===== config.mk =====
export PLATFORM = sky130hd
export DESIGN_NAME = five_button_pulse
export DESIGN_NICKNAME = d
export VERILOG_FILES = /design/src/rtl/five_button_pulse.sv
export SDC_FILE = /design/constraint.sdc
export NUM_CORES = 1
export LEC_CHECK = 0
export CORE_ASPECT_RATIO = 0.5
export CORE_MARGIN = 3
export CORE_UTILIZATION = 46
export CTS_BUF_LIST = sky130_fd_sc_hd__clkbuf_16
export DETAILED_ROUTE_END_ITERATION = 8
export HOLD_SLACK_MARGIN = 0.06
export SLEW_MARGIN = 0
export SYNTH_ARGS = -nofsm -noshare
export SYNTH_HDL_FRONTEND = slang
export SYNTH_SLANG_ARGS = --single-unit
export TNS_END_PERCENT = 10

===== constraint.sdc =====
create_clock -name clk -period 2.55 [get_ports clk]
set_input_delay 0.51 -clock clk [delete_from_list [all_inputs] [get_ports clk]]
set_output_delay 0.51 -clock clk [all_outputs]
set_load 0.01 [all_outputs]

===== src/rtl/five_button_pulse.sv =====
// five_button_pulse
//   Turns five raw mechanical push-button levels into clean one-cycle press
//   pulses. Each channel has its own two-flop synchronizer, a
//   stability-counter debouncer and a rising-edge detector. Channels do not
//   interact.
//
// Ports
//   clk         system clock; all state changes on its rising edge
//   rst_n       asynchronous, active-low reset; clears all state to 0
//   raw_button  [4:0] unsynchronized button levels (bit i = button i)
//   button      [4:0] registered press pulses, one cycle per debounced press
//
// Parameters
//   DEBOUNCE_CYCLES  consecutive cycles the synchronized level must differ
//                    from the debounced state before that state flips (>= 1)
//   CNT_W            counter width, 2**CNT_W >= DEBOUNCE_CYCLES
//
// Build option
//   FIVE_BUTTON_ACTIVE_LOW_EN  when defined, a low raw level means pressed
//                              (pull-up wiring). Reset still means released.
module five_button_pulse #(
   parameter int unsigned DEBOUNCE_CYCLES = 1000000,
   parameter int unsigned CNT_W           = 20
) (
   input  logic       clk,
   input  logic       rst_n,
   input  logic [4:0] raw_button,
   output logic [4:0] button
);

   localparam logic [CNT_W-1:0] CntLast = CNT_W'(DEBOUNCE_CYCLES - 1);

   logic [4:0]       s1_q, s1_d;
   logic [4:0]       s2_q, s2_d;
   logic [4:0]       stable_q, stable_d;
   logic [4:0]       button_q, button_d;
   logic [CNT_W-1:0] cnt_q [5];
   logic [CNT_W-1:0] cnt_d [5];

   // Internal polarity is always "1 = pressed"; inversion happens before the
   // first synchronizer flop so nothing downstream depends on the build.
`ifdef FIVE_BUTTON_ACTIVE_LOW_EN
   assign s1_d = ~raw_button;
`else
   assign s1_d = raw_button;
`endif
   assign s2_d = s1_q;

   always_comb begin
      stable_d = stable_q;
      for (int i = 0; i < 5; i++) begin
         cnt_d[i] = cnt_q[i];
         if (s2_q[i] == stable_q[i]) begin
            // Any return to the debounced level restarts the count.
            cnt_d[i] = '0;
         end else if (cnt_q[i] == CntLast) begin
            stable_d[i] = s2_q[i];
            cnt_d[i]    = '0;
         end else begin
            cnt_d[i] = cnt_q[i] + CNT_W'(1);
         end
      end
      // Pulse only on a debounced 0->1; releases are silent.
      button_d = stable_d & ~stable_q;
   end

   always_ff @(posedge clk or negedge rst_n) begin
      if (!rst_n) begin
         s1_q     <= '0;
         s2_q     <= '0;
         stable_q <= '0;
         button_q <= '0;
         for (int i = 0; i < 5; i++) begin
            cnt_q[i] <= '0;
         end
      end else begin
         s1_q     <= s1_d;
         s2_q     <= s2_d;
         stable_q <= stable_d;
         button_q <= button_d;
         for (int i = 0; i < 5; i++) begin
            cnt_q[i] <= cnt_d[i];
         end
      end
   end

   assign button = button_q;

endmodule


==> results of run 1 <==
## logic make-up after synthesis
| family | share of synthesized area |
|---|---|
| AND/OR/NAND/NOR | 0.254 |
| flip-flops | 0.533 |
| AO/OA/AOI/OAI | 0.0760 |
| XOR/XNOR | 0.0902 |
| buffers and inverters | 0.0238 |
| multiplexers | 0.0118 |
| adder cells (fa/ha/maj) | 0.0111 |
## cell usage after synthesis
cell / n / area share
nand3_1: 35 / 0.031
clkbuf_1: 13 / 0.0087
nand3b_1: 3 / 0.0040
nor3b_1: 1 / 0.0013
o21ai_1: 2 / 0.0018
nor4_1: 10 / 0.011
and4_1: 4 / 0.0062
mux2_2: 5 / 0.010
nor4bb_1: 1 / 0.0018
o21ba_2: 1 / 0.0018
and3b_1: 1 / 0.0016
buf_2: 5 / 0.0044
nor2_1: 69 / 0.046
o31ai_1: 14 / 0.019
or4b_1: 3 / 0.0053
and3_2: 1 / 0.0013
mux2i_1: 1 / 0.0018
or4_1: 15 / 0.020
ha_1: 5 / 0.011
dfrtp_1: 120 / 0.53
xnor2_1: 28 / 0.044
nand4_1: 24 / 0.027
o21ai_0: 24 / 0.021
nand2b_1: 4 / 0.0044
and2_1: 8 / 0.0089
or3_1: 20 / 0.022
inv_1: 16 / 0.011
xor2_1: 30 / 0.047
nor3_1: 15 / 0.013
and3_1: 11 / 0.012
or2_2: 1 / 0.0011
nor2b_1: 1 / 0.0011
nand2_1: 33 / 0.022
nor4b_1: 5 / 0.0078
a21oi_1: 35 / 0.031
nand3_2: 1 / 0.0018
nand4b_1: 2 / 0.0031
o21a_1: 1 / 0.0013
## power groups by stage
stage                     Combinational, mW  Clock (mW)  Sequential [mW]
final                                 0.130        2.30             1.96
after global placement                0.135           0             1.99
after global routing                  0.153        2.45             1.96
after CTS                             0.136        2.35             1.95
after floorplan                      0.0598           0             1.98
after detailed placement              0.135           0             1.99
## stage by stage
step	power [mW]	hold WS, ns	worst slack [ns]	area (um^2)
finish	4.38	0.0641	0.436	6540
global route	4.57	0.0874	0.291	6540
CTS	4.44	0.0722	0.436	6540
detailed placement	2.12	0.342	0.431	5980
global placement	2.12	0.333	0.477	5980
floorplan	2.04	0.214	0.565	5630
## metal layers
layer  wire length (um)  share of wire
met5                  0              0
met4                 80         0.0075
met3                255          0.024
met2               4820           0.45
met1               5490           0.52
## final cells by class
class / instances / area share
repair buffers: 22 / 0.0310
inverters: 16 / 0.00918
flip-flops and latches: 120 / 0.459
well taps: 159 / 0.0304
clock buffers: 17 / 0.0650
multi-input cells: 414 / 0.384
clock inverters: 13 / 0.0214
## path summary, 6_finish.rpt
check / startpoint / end / depth (start not counted)
worst max-delay path: cnt_q[26] / stable_q[3] / 4
worst min-delay path: rst_n / cnt_q[18] / 1
worst max register to register: cnt_q[26] / stable_q[3] / 4
worst min register to register: s1_q[4] / s2_q[4] / 0
max in group asynchronous: rst_n / cnt_q[84] / 2
min in group clk: s1_q[4] / s2_q[4] / 0
## critical path, cell delays in order (launching register included)
cell     delay [ns]
dfrtp_1        0.42
or4b_1         0.51
or4_1          0.57
nor2_1         0.16
mux2_2         0.35
## registers in the layout (all words and copies together) (netlist names)
name	flops
button	5
s2_q	5
stable_q	5
s1_q	5
cnt_q	100
==> qor.txt, run 1 <==
Initial Util: 0.492
clk sinks: 120
crit path capture type: flip-flop
gr ovfl total: 0
Placed Instances: 731
fillcell total: 998
status: finished clean
core footprint: 11,500 um^2
Routed WL: 10,600 um
area of the mapped netlist: 5630 um^2
Hold Buf Count CTS: 0
commonest non-fill, non-tap cells in the layout: dfrtp_1 (120), nor2_1 (69), nand3_1 (35), a21oi_1 (35), nand2_1 (33)
PostCTS Resize Cnt: 0
final hold violations: 0
Pwr per Cell Area: 670 nW/um^2
Pleak: 2.64 nW
hpwl dp: 6980 um
grt peak-use layer: met2
total CTS buffers: 17
clock slew at reported path FFs: 0.05 ns
share of power burned in registers: 0.446
Max-Cap Viols: 0
DR iter-0 viols: 206
Layout Cells excl Fill: 761
Mapped Cells: 568
met1 global-route usage: 0.238
Pint: 3.48 mW
Worst R2R Setup Slack: 0.44 ns
worst-path fanout max: 5
library cells used by synthesis: 38
Die X: 163 um
met2 usage: 0.257
clock latency on the worst-skew pair: 0.40 ns
Area Growth Syn to Fin: 16.1%
chip height: 84.3 um
hold crit path type: in2async
vias after detailed routing: 4,114
critical path class: reg2reg
Logic pwr share: 0.030
row count: 27
Root Buffer: clkbuf_16
all-layer global routing usage: 0.167
DRT antenna net count: 0
I/O pin total: 12
CTS max path bufs: 2
switching share of power: 0.207
final setup skew: 0.00917 ns
Final Wtd Congestion: 0.776
syn_area_per_cell: 9.92 um^2
met3 global-route usage: 0.0409
worst-margin pin slew: 0.670 ns
leading cell type in the layout, fill and taps excluded: dfrtp_1
pin count of the biggest net entering global routing: 45
fmax: 0.473 GHz
first-pass GRT wire length: 18,900 um
Synthesized Nets: 580
# DRC: 0
post-synthesis sequential area ratio: 0.533
Via-to-Cell Ratio: 5.41
Sw Pwr: 0.906 mW
Slew headroom: 0.549
critical path arrival: 2.39 ns
RSZ-0062 raised after global routing: no
#FFs+latches synth: 120
Finished Core Util: 0.571
Buffers on Ports: 11
area occupied by multi-input gates: 2510 um^2
Pre-antenna DRT Iters: 4
Startpoint Class: flip-flop
worst path required time: 2.83 ns
CTS tree: built
H-tree level count: 4
Max rail drop VDD: 0.354 mV
max-slew violations: 0
Final Setup Violations: 0
wire per inst: 14.0 um
vias in the first global route: 3,989
Synth Warn #: 0
Post-CTS Setup Repair Bufs: 0
Nets: 603
setup_tns: 0 ns
die area: 13,700 um^2
share of post-route cells with drive strength above 1: 0.0831
initial antenna violation count: 0
ant diodes: 0
Period minus WS final: 2.11 ns
clock group share of total power: 0.524
final period utilization: 0.829
FF+latch area: 3000 um^2
Note: power is estimated with default switching activity, not from simulation.
==> run 2, diff against run 1 <==
==> constraint.sdc (replaced) <==
create_clock -name clk -period 2 [get_ports clk]
set_input_delay 0.4 -clock clk [delete_from_list [all_inputs] [get_ports clk]]
set_output_delay 0.4 -clock clk [all_outputs]
set_load 0.01 [all_outputs]
==> qor.txt, run 2 (synthesis gave the netlist of run 1 again) <==
status: finished with violations
failing checks: setup timing
fmax: 0.498 GHz
Area Growth Syn to Fin: 19.9%
Critical Path Start: cnt_q[28]
H-tree level count: 4
post-route design area: 6760 um^2
slack of the critical path: -0.00850 ns
reg2reg path depth: 4
Final Setup Violations: 1
FF+latch area: 3000 um^2
final period utilization: 1.00
worst path required time: 2.28 ns
setup_tns: -0.00850 ns
crit path capture type: flip-flop
CP bufs+invs: 0
Slew headroom: 0.633
largest register by flop count: cnt_q
Buffers on Ports: 11
area occupied by multi-input gates: 2540 um^2
I/O pin total: 12
hold endpoint: s2_q[1]
Period minus WS final: 2.01 ns
row count: 27
RR Startpoint: cnt_q[28]
Max rail drop VDD: 0.490 mV
critical path arrival: 2.29 ns
vias after detailed routing: 4,256
Pwr Total: 5.56 mW
Pwr per Cell Area: 823 nW/um^2
Pre-antenna DRT Iters: 4
all-layer global routing usage: 0.169
gr ovfl total: 0
core footprint: 11,500 um^2
Hold Crit Start: s1_q[1]
# DRC: 0
share of post-route cells with drive strength above 1: 0.129
wire per inst: 13.6 um
fillcell total: 988
CP max stage cell: or4_4
clock latency on the worst-skew pair: 0.41 ns
Max-Cap Viols: 0
Post-DP Area: 6150 um^2
clk sinks: 120
reg2reg end: stable_q[3]
final hold violations: 0
final setup skew: 0.00931 ns
Die X: 163 um
Worst R2R Setup Slack: -0.008 ns
max FFs per register: 100
hpwl dp: 7370 um
hold crit path type: reg2reg
Nets: 627
first-pass GRT wire length: 19,000 um
Startpoint Class: flip-flop
Routed WL: 10,700 um
clock slew at reported path FFs: 0.06 ns
DR iter-0 viols: 245
DRT antenna net count: 0
Cell Chain, Critical Path: or4b_1, or4_4, nor2_2, mux2_2
total CTS buffers: 17
chip height: 84.3 um
initial antenna violation count: 0
pin count of the biggest net entering global routing: 32
CTS max path bufs: 2
leading cell type in the layout, fill and taps excluded: dfrtp_1
vias in the first global route: 4,132
critical path class: reg2reg
Initial Util: 0.492
worst-margin pin slew: 0.547 ns
hold depth: 0
Root Buffer: clkbuf_16
worst-path fanout max: 3
commonest non-fill, non-tap cells in the layout: dfrtp_1 (120), nor2_1 (68), nand3_1 (35), a21oi_1 (35), nand2_1 (33)
ant diodes: 0
Crit path max-delay family: simple AND/OR/NAND/NOR gates
CTS tree: built
die area: 13,700 um^2
Final Wtd Congestion: 0.779
max incr delay on CP: 0.56 ns
Via-to-Cell Ratio: 5.41
Pleak: 2.75 nW
RSZ-0062 raised after global routing: yes
max-slew violations: 0
-- run 2: cell count changes in the layout (fill, tap and decap cells not counted), sizes merged --
cell / before / now
inv: 18 / 16
clkinvlp: 2 / 6
buf: 12 / 35
dlygate4sd3: 0 / 1
clkinv: 6 / 7
bufinv: 3 / 2
-- run 2: worst max-delay path by stage --
stage	to	depth (start not counted)	slack [ns]
3_5_place_dp	stable_q[3]	4	-0.04
4_1_cts	cnt_q[22]	5	0.0007
5_1_grt	cnt_q[32]	5	-0.06
3_3_place_gp	stable_q[3]	4	0.009
2_1_floorplan	cnt_q[58]	6	0.01
6_report	stable_q[3]	4	-0.008
-- run 2: through the flow --
stage	hold slack (ns)	util	cells	setup slack (ns)
floorplan	0.104	-	568	0.0147
CTS	0.350	0.587	785	0.000702
global route	0.365	0.590	787	-0.0607
detailed placement	0.336	0.537	752	-0.0412
global placement	0.333	0.537	752	0.00883
finish	0.347	0.590	787	-0.00850
-- run 2: layout make-up --
type	instances	area share
clock buffers	17	0.0630
well taps	159	0.0294
clock inverters	15	0.0202
flip-flops and latches	120	0.444
multi-input cells	414	0.376
inverters	16	0.00889
repair buffers	46	0.0585
-- run 2: worst reg2reg max path: cells and delay by family (launching register included) --
kind / cells / cell delay [ns]
and+or+nand+nor: 3 / 1.17
DFF: 1 / 0.37
muxes: 1 / 0.33
-- run 2: report_power, final --
part / switching, mW / internal (mW)
clock: 1.08 / 1.80
combinational: 0.118 / 0.0715
sequential: 0.0249 / 2.46
total: 1.22 / 4.34
-- run 2: metal layers --
metal,part of all wire,track usage,routed length [um],vias to the layer above
li1,-,-,-,2127
met1,0.53,0.240,5630,2066
met3,0.028,0.0463,299,12
met5,0,0,0,-
met4,0.012,0.0526,125,0
met2,0.44,0.254,4660,51
-- run 2: what timing repair did --
item,CTS,global route
gates resized for setup,2,5
pin swaps,0,3
endpoints found under the setup margin,14,25
setup buffers,0,1
hold buffers,1,0
endpoints found under the hold margin,22,0
gates cloned,0,1
==> run 3, diff against run 2 <==
==> constraint.sdc (replaced) <==
create_clock -name clk -period 2.2 [get_ports clk]
set_input_delay 0.44 -clock clk [delete_from_list [all_inputs] [get_ports clk]]
set_output_delay 0.44 -clock clk [all_outputs]
set_load 0.01 [all_outputs]
==> qor.txt, run 3 (synthesis gave the netlist of run 1 again) <==
Period minus WS final: 2.07 ns
Max-Cap Viols: 0
Layout Cells excl Fill: 764
Routed WL: 10,700 um
vias in the first global route: 3,978
Worst R2R Setup Slack: 0.13 ns
pin count of the biggest net entering global routing: 48
vias after detailed routing: 4,177
DRT antenna net count: 0
worst-margin pin slew: 0.552 ns
setup_tns: 0 ns
met2 usage: 0.245
ant diodes: 0
worst path required time: 2.49 ns
Pwr per Cell Area: 800 nW/um^2
initial antenna violation count: 0
max FFs per register: 100
chip height: 84.3 um
die area: 13,700 um^2
H-tree level count: 4
row count: 27
Pre-antenna DRT Iters: 4
max-slew violations: 0
CTS max path bufs: 2
met3 global-route usage: 0.0478
hpwl dp: 7170 um
Pleak: 2.67 nW
Root Buffer: clkbuf_16
RSZ-0062 raised after global routing: no
grt peak-use layer: met2
Area Growth Syn to Fin: 17.6%
wire per inst: 14.1 um
final setup skew: 0.00899 ns
gr ovfl total: 0
hold crit path type: reg2reg
Fin Hold WS: 0.349 ns
clock latency on the worst-skew pair: 0.41 ns
largest register by flop count: cnt_q
Max rail drop VDD: 0.437 mV
Placed Instances: 731
Buffers on Ports: 11
met1 global-route usage: 0.244
post-route design area: 6630 um^2
final period utilization: 0.941
CTS tree: built
critical path arrival: 2.36 ns
Slew headroom: 0.629
clock slew at reported path FFs: 0.06 ns
all-layer global routing usage: 0.169
Via-to-Cell Ratio: 5.47
leading cell type in the layout, fill and taps excluded: dfrtp_1
DR iter-0 viols: 248
Nets: 604
Post-DP Area: 6000 um^2
crit path capture type: flip-flop
hold depth: 0
Final Setup Violations: 0
share of post-route cells with drive strength above 1: 0.0909
Die X: 163 um
clk sinks: 120
Initial Util: 0.492
final hold violations: 0
fmax: 0.483 GHz
critical path class: reg2reg
commonest non-fill, non-tap cells in the layout: dfrtp_1 (120), nor2_1 (69), nand3_1 (35), a21oi_1 (35), nand2_1 (33)
core footprint: 11,500 um^2
reg2reg path depth: 4
# DRC: 0
Final Wtd Congestion: 0.775
status: finished clean
first-pass GRT wire length: 18,900 um
I/O pin total: 12
Startpoint Class: flip-flop
worst-path fanout max: 3
total CTS buffers: 17
[run 3: cell types whose count changed in the layout (fill, tap and decap cells not counted), sizes merged]
cell	delta
bufinv	+2
clkinv	-1
inv	+2
buf	-23
clkinvlp	-3
[run 3: worst max-delay path, cell delays in order (launching register included)]
cell     delay [ns]
dfrtp_1        0.39
or4b_1         0.51
or4_1          0.58
nor2_1         0.14
mux2_2         0.34
[run 3: per-stage QoR]
| step | total power, mW | setup slack, ns | utilization |
|---|---|---|---|
| floorplan | 2.37 | 0.215 | - |
| global placement | 2.46 | 0.163 | 0.524 |
| detailed placement | 2.47 | 0.141 | 0.524 |
| CTS | 5.37 | 0.122 | 0.578 |
| global route | 5.51 | 0.00583 | 0.578 |
| finish | 5.30 | 0.131 | 0.578 |
[run 3: routing by layer]
metal,vias up,routed length (um)
met5,-,0
met4,0,98
met3,11,297
met2,52,4690
met1,2030,5660
li1,2084,-
[run 3: report_power, final]
part	internal (mW)	switching [mW]	total (mW)
Combinational	0.0557	0.101	0.157
Sequential	2.24	0.0252	2.27
Clock	1.88	1.00	2.88
Total	4.17	1.13	5.30
[run 3: path summary, 6_finish.rpt]
kind | startpoint | endpoint
worst min register to register | s1_q[1] | s2_q[1]
max in group asynchronous | rst_n | cnt_q[82]
min in group asynchronous | rst_n | button[4]
worst max-delay path | cnt_q[28] | stable_q[3]
worst max register to register | cnt_q[28] | stable_q[3]
worst min-delay path | s1_q[1] | s2_q[1]
[run 3: final cells by class]
| cell class | count | area (um^2) |
|---|---|---|
| Clock buffer | 17 | 425 |
| Tap cell | 159 | 199 |
| Inverter | 16 | 60.1 |
| Sequential cell | 120 | 3000 |
| Multi-Input combinational cell | 414 | 2520 |
| Timing Repair Buffer | 23 | 238 |
| Clock inverter | 15 | 184 |
| Fill cell | 970 | 4830 |
[run 3: repair_timing]
action / CTS / global route
endpoints found under the setup margin: 0 / 18
gates resized for setup: 0 / 1
hold buffers: 1 / 0
hold endpoints to repair: 28 / 0
buffers inserted: 0 / 0
